[config.mk]
export PLATFORM = sky130hd
export DESIGN_NAME = seven_segment_scanner_flat
export DESIGN_NICKNAME = d
export VERILOG_FILES = /design/src/rtl/seven_segment_scanner_if.sv /design/src/rtl/seven_segment_scanner.sv /design/src/flat_wrapper.sv
export SDC_FILE = /design/constraint.sdc
export NUM_CORES = 1
export LEC_CHECK = 0
export CELL_PAD_IN_SITES_DETAIL_PLACEMENT = 1
export CELL_PAD_IN_SITES_GLOBAL_PLACEMENT = 2
export CORE_ASPECT_RATIO = 0.5
export CORE_MARGIN = 2
export CORE_UTILIZATION = 35
export DETAILED_ROUTE_END_ITERATION = 8
export GPL_TIMING_DRIVEN = 1
export PLACE_DENSITY_LB_ADDON = 0.1
export SYNTH_ARGS = -nofsm -noshare
export SYNTH_HDL_FRONTEND = slang
export SYNTH_SLANG_ARGS = --single-unit
[constraint.sdc]
create_clock -name i_clk -period 2.05 [get_ports i_clk]
set_input_delay 0.3075 -clock i_clk [delete_from_list [all_inputs] [get_ports i_clk]]
set_output_delay 0.3075 -clock i_clk [all_outputs]
set_load 0.03 [all_outputs]
[src/rtl/seven_segment_scanner_if.sv]
// Display-scan bundle between a display controller (master) and the scanner (slave).
// Carries scan enable, the double-buffered load port and the decoder/digit drive outputs.
interface seven_segment_scanner_if #(
    parameter int unsigned NUM_DIGITS = 4
);
    logic                    enable;
    logic                    load;
    logic [4*NUM_DIGITS-1:0] digits;
    logic [3:0]              value;
    logic [NUM_DIGITS-1:0]   digit_en;
    logic                    pending;
    logic                    frame;

    modport master (
        output enable, load, digits,
        input  value, digit_en, pending, frame
    );

    modport slave (
        input  enable, load, digits,
        output value, digit_en, pending, frame
    );
endinterface

[src/rtl/seven_segment_scanner.sv]
// Time-multiplexes one seven-segment decoder across NUM_DIGITS digits with blanking gaps.
// New contents are staged in a shadow buffer and committed only at frame boundaries.
module seven_segment_scanner #(
    parameter int unsigned NUM_DIGITS   = 4,
    parameter int unsigned DWELL_CYCLES = 25000,
    parameter int unsigned BLANK_CYCLES = 2
) (
    input logic                     i_clk,
    input logic                     i_rst,
    seven_segment_scanner_if.slave  scan_io
);

    localparam int unsigned CntMax = (DWELL_CYCLES > BLANK_CYCLES) ? DWELL_CYCLES : BLANK_CYCLES;
    localparam int unsigned CntW   = $clog2(CntMax + 1);
    localparam int unsigned IdxW   = $clog2(NUM_DIGITS);
    localparam int unsigned DataW  = 4 * NUM_DIGITS;

    typedef enum logic {StBlank, StShow} state_e;

    state_e                state_q, state_d;
    logic [IdxW-1:0]       idx_q, idx_d;
    logic [CntW-1:0]       cnt_q, cnt_d;
    logic [DataW-1:0]      active_q, active_d;
    logic [DataW-1:0]      shadow_q, shadow_d;
    logic                  pending_q, pending_d;
    logic [3:0]            value_q, value_d;
    logic [NUM_DIGITS-1:0] digit_en_q, digit_en_d;
    logic                  frame_q, frame_d;

    logic blank_done, show_done, last_idx, commit;

    always_comb begin
        state_d    = state_q;
        idx_d      = idx_q;
        cnt_d      = cnt_q;
        active_d   = active_q;
        shadow_d   = shadow_q;
        pending_d  = pending_q;
        value_d    = active_q[4*idx_q +: 4];
        digit_en_d = '0;

        blank_done = (cnt_q == CntW'(BLANK_CYCLES - 1));
        show_done  = (cnt_q == CntW'(DWELL_CYCLES - 1));
        last_idx   = (idx_q == IdxW'(NUM_DIGITS - 1));
        commit     = scan_io.enable && (state_q == StShow) && show_done && last_idx;
        frame_d    = commit;

        if (!scan_io.enable) begin
            state_d = StBlank;
            idx_d   = '0;
            cnt_d   = '0;
        end else begin
            unique case (state_q)
                StBlank: begin
                    if (blank_done) begin
                        state_d = StShow;
                        cnt_d   = '0;
                    end else begin
                        cnt_d = cnt_q + CntW'(1);
                    end
                end
                StShow: begin
                    if (show_done) begin
                        state_d = StBlank;
                        cnt_d   = '0;
                        idx_d   = last_idx ? '0 : idx_q + IdxW'(1);
                    end else begin
                        cnt_d = cnt_q + CntW'(1);
                    end
                end
                default: state_d = StBlank;
            endcase
        end

        // Enables track the next state so they drop on the same edge the FSM enters BLANK.
        if (state_d == StShow) begin
            digit_en_d = NUM_DIGITS'(1) << idx_d;
        end

        // Commit reads the pre-load shadow; a coincident load re-arms pending.
        if (commit && pending_q) begin
            active_d  = shadow_q;
            pending_d = 1'b0;
        end
        if (scan_io.load) begin
            shadow_d  = scan_io.digits;
            pending_d = 1'b1;
        end
    end

    always_ff @(posedge i_clk) begin
        if (i_rst) begin
            state_q    <= StBlank;
            idx_q      <= '0;
            cnt_q      <= '0;
            active_q   <= '0;
            shadow_q   <= '0;
            pending_q  <= 1'b0;
            value_q    <= '0;
            digit_en_q <= '0;
            frame_q    <= 1'b0;
        end else begin
            state_q    <= state_d;
            idx_q      <= idx_d;
            cnt_q      <= cnt_d;
            active_q   <= active_d;
            shadow_q   <= shadow_d;
            pending_q  <= pending_d;
            value_q    <= value_d;
            digit_en_q <= digit_en_d;
            frame_q    <= frame_d;
        end
    end

    assign scan_io.value    = value_q;
    assign scan_io.digit_en = digit_en_q;
    assign scan_io.pending  = pending_q;
    assign scan_io.frame    = frame_q;

endmodule

[src/flat_wrapper.sv]
// flat-port wrapper written by rule: the top's interface ports become plain ports
module seven_segment_scanner_flat 
#(
    parameter int unsigned NUM_DIGITS   = 4,
    parameter int unsigned DWELL_CYCLES = 25000,
    parameter int unsigned BLANK_CYCLES = 2
)
  (i_clk, i_rst, scan_io_enable, scan_io_load, scan_io_digits, scan_io_value, scan_io_digit_en, scan_io_pending, scan_io_frame);
  seven_segment_scanner_if #(.NUM_DIGITS(NUM_DIGITS)) scan_io_i ();
  input logic i_clk;
  input logic i_rst;
  input wire logic [$bits(scan_io_i.enable)-1:0] scan_io_enable;
  input wire logic [$bits(scan_io_i.load)-1:0] scan_io_load;
  input wire logic [$bits(scan_io_i.digits)-1:0] scan_io_digits;
  output wire logic [$bits(scan_io_i.value)-1:0] scan_io_value;
  output wire logic [$bits(scan_io_i.digit_en)-1:0] scan_io_digit_en;
  output wire logic [$bits(scan_io_i.pending)-1:0] scan_io_pending;
  output wire logic [$bits(scan_io_i.frame)-1:0] scan_io_frame;
  assign scan_io_i.enable = scan_io_enable;
  assign scan_io_i.load = scan_io_load;
  assign scan_io_i.digits = scan_io_digits;
  assign scan_io_value = scan_io_i.value;
  assign scan_io_digit_en = scan_io_i.digit_en;
  assign scan_io_pending = scan_io_i.pending;
  assign scan_io_frame = scan_io_i.frame;
  seven_segment_scanner #(.NUM_DIGITS(NUM_DIGITS), .DWELL_CYCLES(DWELL_CYCLES), .BLANK_CYCLES(BLANK_CYCLES)) u_core (.i_clk(i_clk), .i_rst(i_rst), .scan_io(scan_io_i));
endmodule
==> run_results.csv, run 1 <==
group,metric,value,unit
worst_setup_path,cpPeakStageDelay,450,ps
cells_and_area,instances_no_fill,383,
worst_setup_path,crit_top_cell,"and4_1",
worst_setup_path,cp_max_fo,16,
worst_setup_path,cp.arrival,2110,ps
cts,cts.path.max_buffers,2,
sta,post-route-min-period,1865,ps
cts,path_clk_slew,50,ps
cells_and_area,final_area,0.003251,mm^2
grt,grt_max_degree,55,
worst_setup_path,cp-start-kind,"flip-flop",
cts,cts_sinks,60,
cells_and_area,syn_to_final_growth,26.18,%
sta,tightest_slew,395.0,ps
sta,finalHoldViolations,0,
floorplanning,die_height,64.67,um
grt,antenna_found_initial,0,
routing,detail-route-antenna-nets,0,
pwr,powerDensity,874.8,mW/mm^2
floorplanning,chipWidth,125.3,um
placement,dp_cells,367,
routing,avgRoutedWirePerCell,13.57,um
sta,setup_viol,0,
cells_and_area,final_common_cell,"dfxtp_1",
synth,synth.distinct_cells,34,
synth,ys_seq_area_share,46.62,%
cells_and_area,final_core_util,44.90,%
cts,post_cts_resized,0,
placement,pre_cts_ws,170.9,ps
synth,syn_inst,251,
placement,hpwlAfterDp,3552,um
sta,rsz0062_at_grt,"false",
sta,post-route-period-util,90.98,%
sta,clock.fmax,536.1,MHz
routing,routed_wl,5198,um
cells_and_area,nets,305,
synth,syn-num-nets,274,
floorplanning,die_area,0.008104,mm^2
synth,synth-seq-cells,60,
sta,clock_skew,5.240,ps
synth,yosys_warnings,0,
cells_and_area,drive_above_1_share,11.15,%
synth,async_flop_share,0,%
synth,netlist_area,0.002576,mm^2
grt,grt_pass1_wl,9004,um
cts,cts_tree,"yes",
synth,synth_edf_count,0,
synth,postSynthAreaPerCell,10.26,um^2
synth,synth-main-ff-cell,"dfxtp_1",
placement,port_buffers,29,
placement,place_area,0.002947,mm^2
hold_path,worstHoldPathType,"reg -> reg",
cts,ctsHoldBuffers,0,
placement,gp_congestion,0.7455,
status,status,"finished clean",
sta,setup_slack,184.8,ps
worst_setup_path,critPathTopFamily,"simple AND/OR/NAND/NOR gates",
pwr,ir_drop,0.3607,mV
routing,drc,0,
sta,hold_slack,471.7,ps
worst_setup_path,cp_num_buf_inv,0,
floorplanning,rows,22,
grt,track_usage,14.41,%
floorplanning,coreArea,0.007239,mm^2
floorplanning,ioPinCount,30,
worst_setup_path,cp_cell_sequence,"ha_1, and4_1, and4_1, and4_4, mux2i_1",
routing,drt_iter0_drc,56,
cts,cts_setup_buffers,0,
flow_run,max_cap_violations,0,
grt,grt-ovfl-total,0,
pwr,p_total,2.844,mW
routing,vias,1802,
routing,vias_per_cell,4.705,
worst_setup_path,slowest_stage,"and4_4",
worst_setup_path,required,2300,ps
cts,clkLatencyLatePin,320,ps
pwr,p_leak,1.174,nW
routing,drt_pass1_iterations,4,
worst_setup_path,critPathKind,"reg -> reg",
grt,grt_pass1_vias,1908,
floorplanning,initial_utilization,35.59,%
sta,final_max_slew_viol_count,0,
sta,final.setup.tns,0,ps
cts,clockRootBuffer,"clkbuf_16",
worst_setup_path,end_kind,"flip-flop",
cts,cts_made_buffers,9,
cts,htreeDepth,3,
sta,max_slew_margin,73.46,%
cells_and_area,mostFrequentLayoutCells,"60 x dfxtp_1, 36 x nor2_1, 35 x mux2i_1, 33 x nand2b_1, 29 x clkdlybuf4s50_1",
cells_and_area,antenna_cells,0,
[path summary, 6_finish.rpt]
check / startpoint / endpoint / slack (ps) / cells after the start
max: u_core.cnt_q[0]$_SDFF_PP0_ / u_core.active_q[8]$_SDFFE_PP0P_ / 180 / 5
min: u_core.shadow_q[9]$_SDFFE_PP0P_ / u_core.active_q[9]$_SDFFE_PP0P_ / 470 / 2
max reg2reg: u_core.cnt_q[0]$_SDFF_PP0_ / u_core.active_q[8]$_SDFFE_PP0P_ / 180 / 5
min reg2reg: u_core.shadow_q[9]$_SDFFE_PP0P_ / u_core.active_q[9]$_SDFFE_PP0P_ / 470 / 2
[kinds of logic (layout without fill, tap and decap cells)]
kind of cell	count (synthesis)	count (layout)	synth area share (%)
multiplexers	40	40	17.53
AO/OA/AOI/OAI	2	2	0.7286
flip-flops	60	60	46.62
XOR/XNOR	13	13	4.420
adder cells (fa/ha/maj)	3	3	1.457
buffers and inverters	20	56	4.662
AND/OR/NAND/NOR	113	113	24.58
[power breakdown]
| part | total [mW] | internal [mW] | switching [mW] |
|---|---|---|---|
| Sequential | 1.21 | 1.19 | 0.0149 |
| Combinational | 0.137 | 0.0781 | 0.0589 |
| Clock | 1.50 | 1.00 | 0.499 |
| Total | 2.84 | 2.27 | 0.573 |
[routing by layer]
metal | vias up | GRT usage, % | part of all wire, %
met5 | - | 0 | 0
met4 | 0 | 6.250 | 1.4
met3 | 10 | 5.698 | 3.8
met2 | 24 | 23.71 | 47
met1 | 854 | 16.93 | 48
li1 | 914 | - | -
[registers in the layout, indices dropped and copies added (netlist names)]
register / count
u_core.idx_q: 2
u_core.shadow_q: 16
u_core.state_q: 1
u_core.active_q: 16
u_core.scan_io.pending: 1
u_core.cnt_q: 15
u_core.scan_io.value: 4
u_core.scan_io.digit_en: 4
u_core.scan_io.frame: 1
[worst reg2reg max path, delay by kind of cell (launching register included)]
kind          cells  cell delay (ps)
simple gates      3              950
flops             1              420
mux               1              230
fa+ha+maj         1              190
[cell usage after synthesis, types with 4 or more instances]
cell type,number,area [um^2]
dfxtp_1,60,1201
nor2_1,36,135.1
mux2i_1,35,350.3
nand2b_1,33,206.5
clkbuf_1,8,30.03
nor3_1,8,40.04
xnor2_1,8,70.07
nand2_1,6,22.52
nand4_1,6,37.54
xor2_1,5,43.79
inv_1,4,15.01
mux4_2,4,90.09
nor2b_1,4,25.02
[cell type report]
cell class                 instances  area (um^2)
sequential                        60         1201
clock inverter                     4        47.55
inverter                           4        15.01
multi-input combinational        171         1255
clock buffer                      12        256.5
fill                             793         3989
tap                               96        120.1
timing repair buffer              36        355.3
Note: power is estimated with default switching activity, not from simulation.
==> inputs of run 2 (changes only) <==
CORE_MARGIN = 1   (was 2)
==> run_results.csv, run 2 (same netlist as run 1, synthesis figures left out) <==
group,metric,value,unit
pwr,ir_drop,0.4510,mV
grt,grt-ovfl-total,0,
sta,final.setup.tns,0,ps
cts,cts_sinks,60,
routing,drt_iter0_drc,69,
sta,max_slew_margin,71.40,%
flow_run,max_cap_violations,0,
pwr,powerDensity,899.5,mW/mm^2
cts,ctsHoldBuffers,0,
cts,cts_setup_buffers,0,
placement,hpwlAfterDp,3555,um
floorplanning,die_area,0.007728,mm^2
sta,finalHoldViolations,0,
cells_and_area,antenna_cells,0,
worst_setup_path,cp_max_fo,16,
cells_and_area,syn_to_final_growth,26.81,%
sta,clock.fmax,537.7,MHz
sta,final_max_slew_viol_count,0,
worst_setup_path,cp_cell_sequence,"ha_1, and4_1, and4_1, and4_4, mux2i_1",
cts,cts.path.max_buffers,2,
worst_setup_path,r2r_slack,190,ps
routing,drt_pass1_iterations,4,
sta,post-route-period-util,90.72,%
sta,tightest_slew,428.4,ps
cells_and_area,drive_above_1_share,11.46,%
routing,highest_layer,"met4",
sta,rsz0062_at_grt,"false",
grt,track_usage,15.49,%
placement,gp_congestion,0.7343,
worst_setup_path,cpPeakStageDelay,460,ps
routing,vias_per_cell,4.768,
grt,antenna_found_initial,0,
routing,vias,1812,
worst_setup_path,required,2310,ps
routing,dr_wl_met3,226,um
sta,post-route-min-period,1860,ps
worst_setup_path,cp.arrival,2120,ps
worst_setup_path,cp-start-kind,"flip-flop",
cells_and_area,final_area,0.003267,mm^2
cts,htreeDepth,3,
cts,clockRootBuffer,"clkbuf_16",
floorplanning,die_height,62.67,um
floorplanning,chipWidth,123.3,um
grt,grt_pass1_vias,1921,
routing,detail-route-antenna-nets,0,
floorplanning,coreArea,0.006884,mm^2
routing,wl_met2,2357,um
cells_and_area,mostFrequentLayoutCells,"60 x dfxtp_1, 36 x nor2_1, 35 x mux2i_1, 33 x nand2b_1, 29 x clkdlybuf4s50_1",
sta,clock_skew,5.888,ps
cts,cts_tree,"yes",
cells_and_area,nets,306,
cts,path_clk_slew,50,ps
status,status,"finished clean",
routing,m1WireLength,2597,um
grt,grt_max_degree,39,
worst_setup_path,crit_top_cell,"and4_1",
cts,post_cts_resized,0,
worst_setup_path,end_kind,"flip-flop",
worst_setup_path,slowest_stage,"and4_4",
pwr,p_leak,1.189,nW
floorplanning,rows,21,
pwr,p_total,2.939,mW
routing,drc,0,
cells_and_area,final_common_cell,"dfxtp_1",
cts,clkLatencyLatePin,330,ps
routing,routed_wl,5254,um
floorplanning,initial_utilization,37.42,%
cells_and_area,n_fill_cell,763,
cells_and_area,top_regs,"u_core.active_q: 16 flops, u_core.shadow_q: 16 flops, u_core.cnt_q: 15 flops",
worst_setup_path,critPathKind,"reg -> reg",
grt,grt_pass1_wl,8921,um
floorplanning,ioPinCount,30,
hold_path,worstHoldPathType,"reg -> reg",
placement,port_buffers,29,
cts,cts_made_buffers,9,
placement,place_area,0.002949,mm^2
routing,avgRoutedWirePerCell,13.83,um
sta,setup_viol,0,
[run 2: metal layers]
metal,vias to the layer above,GRT usage [%]
met5,-,0
met4,0,7.229
met3,7,6.569
met2,25,22.77
met1,869,19.50
li1,911,-
[run 2: critical path: cells and delay by family (launching register included)]
family / cells / cell delay [ps]
and+or+nand+nor: 3 / 930
DFF: 1 / 420
muxes: 1 / 230
adders and majority gates: 1 / 210
[run 2: final cells by class]
| cell class | instances | area, um^2 | share of cell area, % |
|---|---|---|---|
| multi-input cells | 171 | 1255 | 38.41 |
| flip-flops and latches | 60 | 1201 | 36.77 |
| repair buffers | 37 | 362.8 | 11.11 |
| clock buffers | 11 | 242.7 | 7.430 |
| well taps | 92 | 115.1 | 3.524 |
| clock inverters | 5 | 75.07 | 2.298 |
| inverters | 4 | 15.01 | 0.4596 |
[run 2: final timing paths]
path | start | endpoint | depth (start not counted)
hold reg to reg | u_core.shadow_q[11]$_SDFFE_PP0P_ | u_core.active_q[11]$_SDFFE_PP0P_ | 2
setup reg to reg | u_core.cnt_q[0]$_SDFF_PP0_ | u_core.active_q[1]$_SDFFE_PP0P_ | 5
hold / removal | u_core.shadow_q[11]$_SDFFE_PP0P_ | u_core.active_q[11]$_SDFFE_PP0P_ | 2
setup / recovery | u_core.cnt_q[0]$_SDFF_PP0_ | u_core.active_q[1]$_SDFFE_PP0P_ | 5
[run 2: through the flow]
| step | utilization, % | instances | worst slack, ps | hold WS, ps |
|---|---|---|---|---|
| after floorplan | - | 251 | 226.4 | 445.5 |
| after global placement | 42.84 | 364 | 272.3 | 455.3 |
| after detailed placement | 42.84 | 364 | 205.4 | 464.1 |
| after CTS | 47.46 | 380 | 183.2 | 473.4 |
| after global routing | 47.46 | 380 | 55.68 | 491.9 |
| final | 47.46 | 380 | 190.3 | 471.3 |
[run 2: report_power, final]
group          internal, mW  switching [mW]
clock network          1.09           0.504
registers              1.19          0.0149
logic                0.0795          0.0601
==> inputs of run 3 (changes only) <==
CTS_CLUSTER_SIZE = 16   (was unset)
RECOVER_POWER = 50   (was unset)
==> run_results.csv, run 3 (same netlist as run 1, synthesis figures left out) <==
group,metric,value,unit
status,status,"finished clean",
routing,wl_met2,2328,um
pwr,p_sw,0.5784,mW
pwr,p_leak,1.213,nW
routing,avgRoutedWirePerCell,13.83,um
routing,vias,1811,
placement,port_buffers,29,
floorplanning,coreArea,0.006884,mm^2
hold_path,holdPathEnd,"u_core.active_q[11]$_SDFFE_PP0P_",
cts,clkLatencyLatePin,330,ps
cells_and_area,syn_to_final_growth,26.03,%
sta,final_max_slew_viol_count,0,
floorplanning,rows,21,
cts,post_cts_resized,0,
routing,detail-route-antenna-nets,0,
cts,htreeDepth,3,
sta,tightest_slew,601.4,ps
placement,gp_congestion,0.7343,
pwr,switching_share,19.72,%
cts,cts.path.max_buffers,2,
routing,drc,0,
sta,max_slew_margin,59.90,%
routing,drt_pass1_iterations,4,
floorplanning,chipWidth,123.3,um
worst_setup_path,rr_endpoint,"u_core.scan_io.digit_en[3]$_SDFF_PP0_",
flow_run,max_cap_violations,0,
cells_and_area,antenna_cells,0,
sta,post-route-min-period,1864,ps
cts,cts_tree,"yes",
placement,pre_cts_ws,205.4,ps
floorplanning,initial_utilization,37.42,%
floorplanning,die_height,62.67,um
worst_setup_path,cp_max_fo,6,
cts,cts_sinks,60,
cells_and_area,final_core_util,47.16,%
cells_and_area,top_regs,"u_core.active_q: 16 flops, u_core.shadow_q: 16 flops, u_core.cnt_q: 15 flops",
cells_and_area,drive_above_1_share,10.76,%
routing,routed_wl,5256,um
worst_setup_path,required,2320,ps
sta,setup_slack,186.0,ps
grt,grt_pass1_wl,8921,um
worst_setup_path,cp.arrival,2140,ps
cts,ctsHoldBuffers,0,
sta,finalHoldViolations,0,
pwr,p_total,2.934,mW
grt,antenna_found_initial,0,
floorplanning,ioPinCount,30,
worst_setup_path,cp-startpoint,"u_core.cnt_q[0]$_SDFF_PP0_",
routing,dr_wl_met3,265,um
sta,final.setup.tns,0,ps
pwr,power.internal,2.355,mW
pwr,p_comb_share,4.6,%
cells_and_area,nets,306,
cells_and_area,mostFrequentLayoutCells,"60 x dfxtp_1, 36 x nor2_1, 35 x mux2i_1, 33 x nand2b_1, 18 x clkdlybuf4s50_1",
sta,clock.fmax,536.5,MHz
worst_setup_path,r2r_slack,190,ps
hold_path,worstHoldPathType,"reg -> reg",
cts,clockRootBuffer,"clkbuf_16",
cts,cts_setup_buffers,0,
worst_setup_path,end_kind,"flip-flop",
pwr,powerDensity,903.6,mW/mm^2
floorplanning,die_area,0.007728,mm^2
pwr,pwr-share-seq,41.1,%
routing,vias_per_cell,4.766,
grt,grt-ovfl-total,0,
sta,post-route-period-util,90.93,%
sta,setup_viol,0,
worst_setup_path,critPathKind,"reg -> reg",
worst_setup_path,worstReg2RegStart,"u_core.cnt_q[0]$_SDFF_PP0_",
routing,highest_layer,"met4",
placement,hpwlAfterDp,3555,um
hold_path,min_from,"u_core.shadow_q[11]$_SDFFE_PP0P_",
grt,track_usage,15.49,%
grt,grt_max_degree,39,
pwr,ir_drop,0.4507,mV
pwr,clkPwrFrac,54.3,%
sta,rsz0062_at_grt,"false",
hold_path,hold_depth,2,
cells_and_area,final_common_cell,"dfxtp_1",
worst_setup_path,cp-start-kind,"flip-flop",
cts,path_clk_slew,50,ps
routing,m1WireLength,2592,um
cts,cts_made_buffers,9,
grt,grt_pass1_vias,1921,
sta,clock_skew,5.332,ps
worst_setup_path,ff2ff_path_depth,6,
routing,drt_iter0_drc,72,
## run 3: cell types whose count changed in the layout (fill, tap and decap cells not counted), sizes merged
| cell | change |
|---|---|
| buf | -2 |
| dlygate4sd3 | +11 |
| clkdlybuf4s50 | -11 |
| clkbuf | +2 |
## run 3: power by group through the flow
stage          Clock, mW  Combinational [mW]  Sequential [mW]
6_report            1.59               0.135             1.21
5_1_grt             1.69               0.151             1.21
4_1_cts             1.64               0.142             1.21
3_5_place_dp           0               0.141             1.23
3_3_place_gp           0               0.139             1.23
2_1_floorplan          0              0.0752             1.23
## run 3: final cells by class
| cell class | count | area, um^2 |
|---|---|---|
| Tap cell | 92 | 115.1 |
| Inverter | 4 | 15.01 |
| Timing Repair Buffer | 37 | 344.1 |
| Multi-Input combinational cell | 171 | 1254 |
| Clock inverter | 5 | 75.07 |
| Sequential cell | 60 | 1201 |
| Clock buffer | 11 | 242.7 |
| Fill cell | 765 | 3637 |
## run 3: layer usage
metal	GRT usage (%)	vias up
met5	0	-
met4	7.229	0
met3	6.569	8
met2	22.77	23
met1	19.50	870
li1	-	910
## run 3: worst max path at each step
| stage | to | slack, ps |
|---|---|---|
| 2_1_floorplan | u_core.active_q[10]$_SDFFE_PP0P_ | 230 |
| 3_3_place_gp | u_core.active_q[4]$_SDFFE_PP0P_ | 270 |
| 3_5_place_dp | u_core.active_q[13]$_SDFFE_PP0P_ | 210 |
| 4_1_cts | u_core.active_q[15]$_SDFFE_PP0P_ | 180 |
| 5_1_grt | u_core.scan_io.digit_en[3]$_SDFF_PP0_ | 30 |
| 6_report | u_core.scan_io.digit_en[3]$_SDFF_PP0_ | 190 |
## run 3: worst max-delay path, cell delays in order (launching register included)
cell,delay [ps]
dfxtp_1,420
ha_1,210
and4_1,170
and4_1,300
clkbuf_1,280
mux2i_1,270
and3_1,170
## run 3: through the flow
stage	cell area, um^2	cells	hold WS [ps]
3_3_place_gp	2949	364	455.3
5_1_grt	3247	380	491.9
4_1_cts	3267	380	473.4
6_report	3247	380	471.4
3_5_place_dp	2949	364	464.1
2_1_floorplan	2576	251	445.5
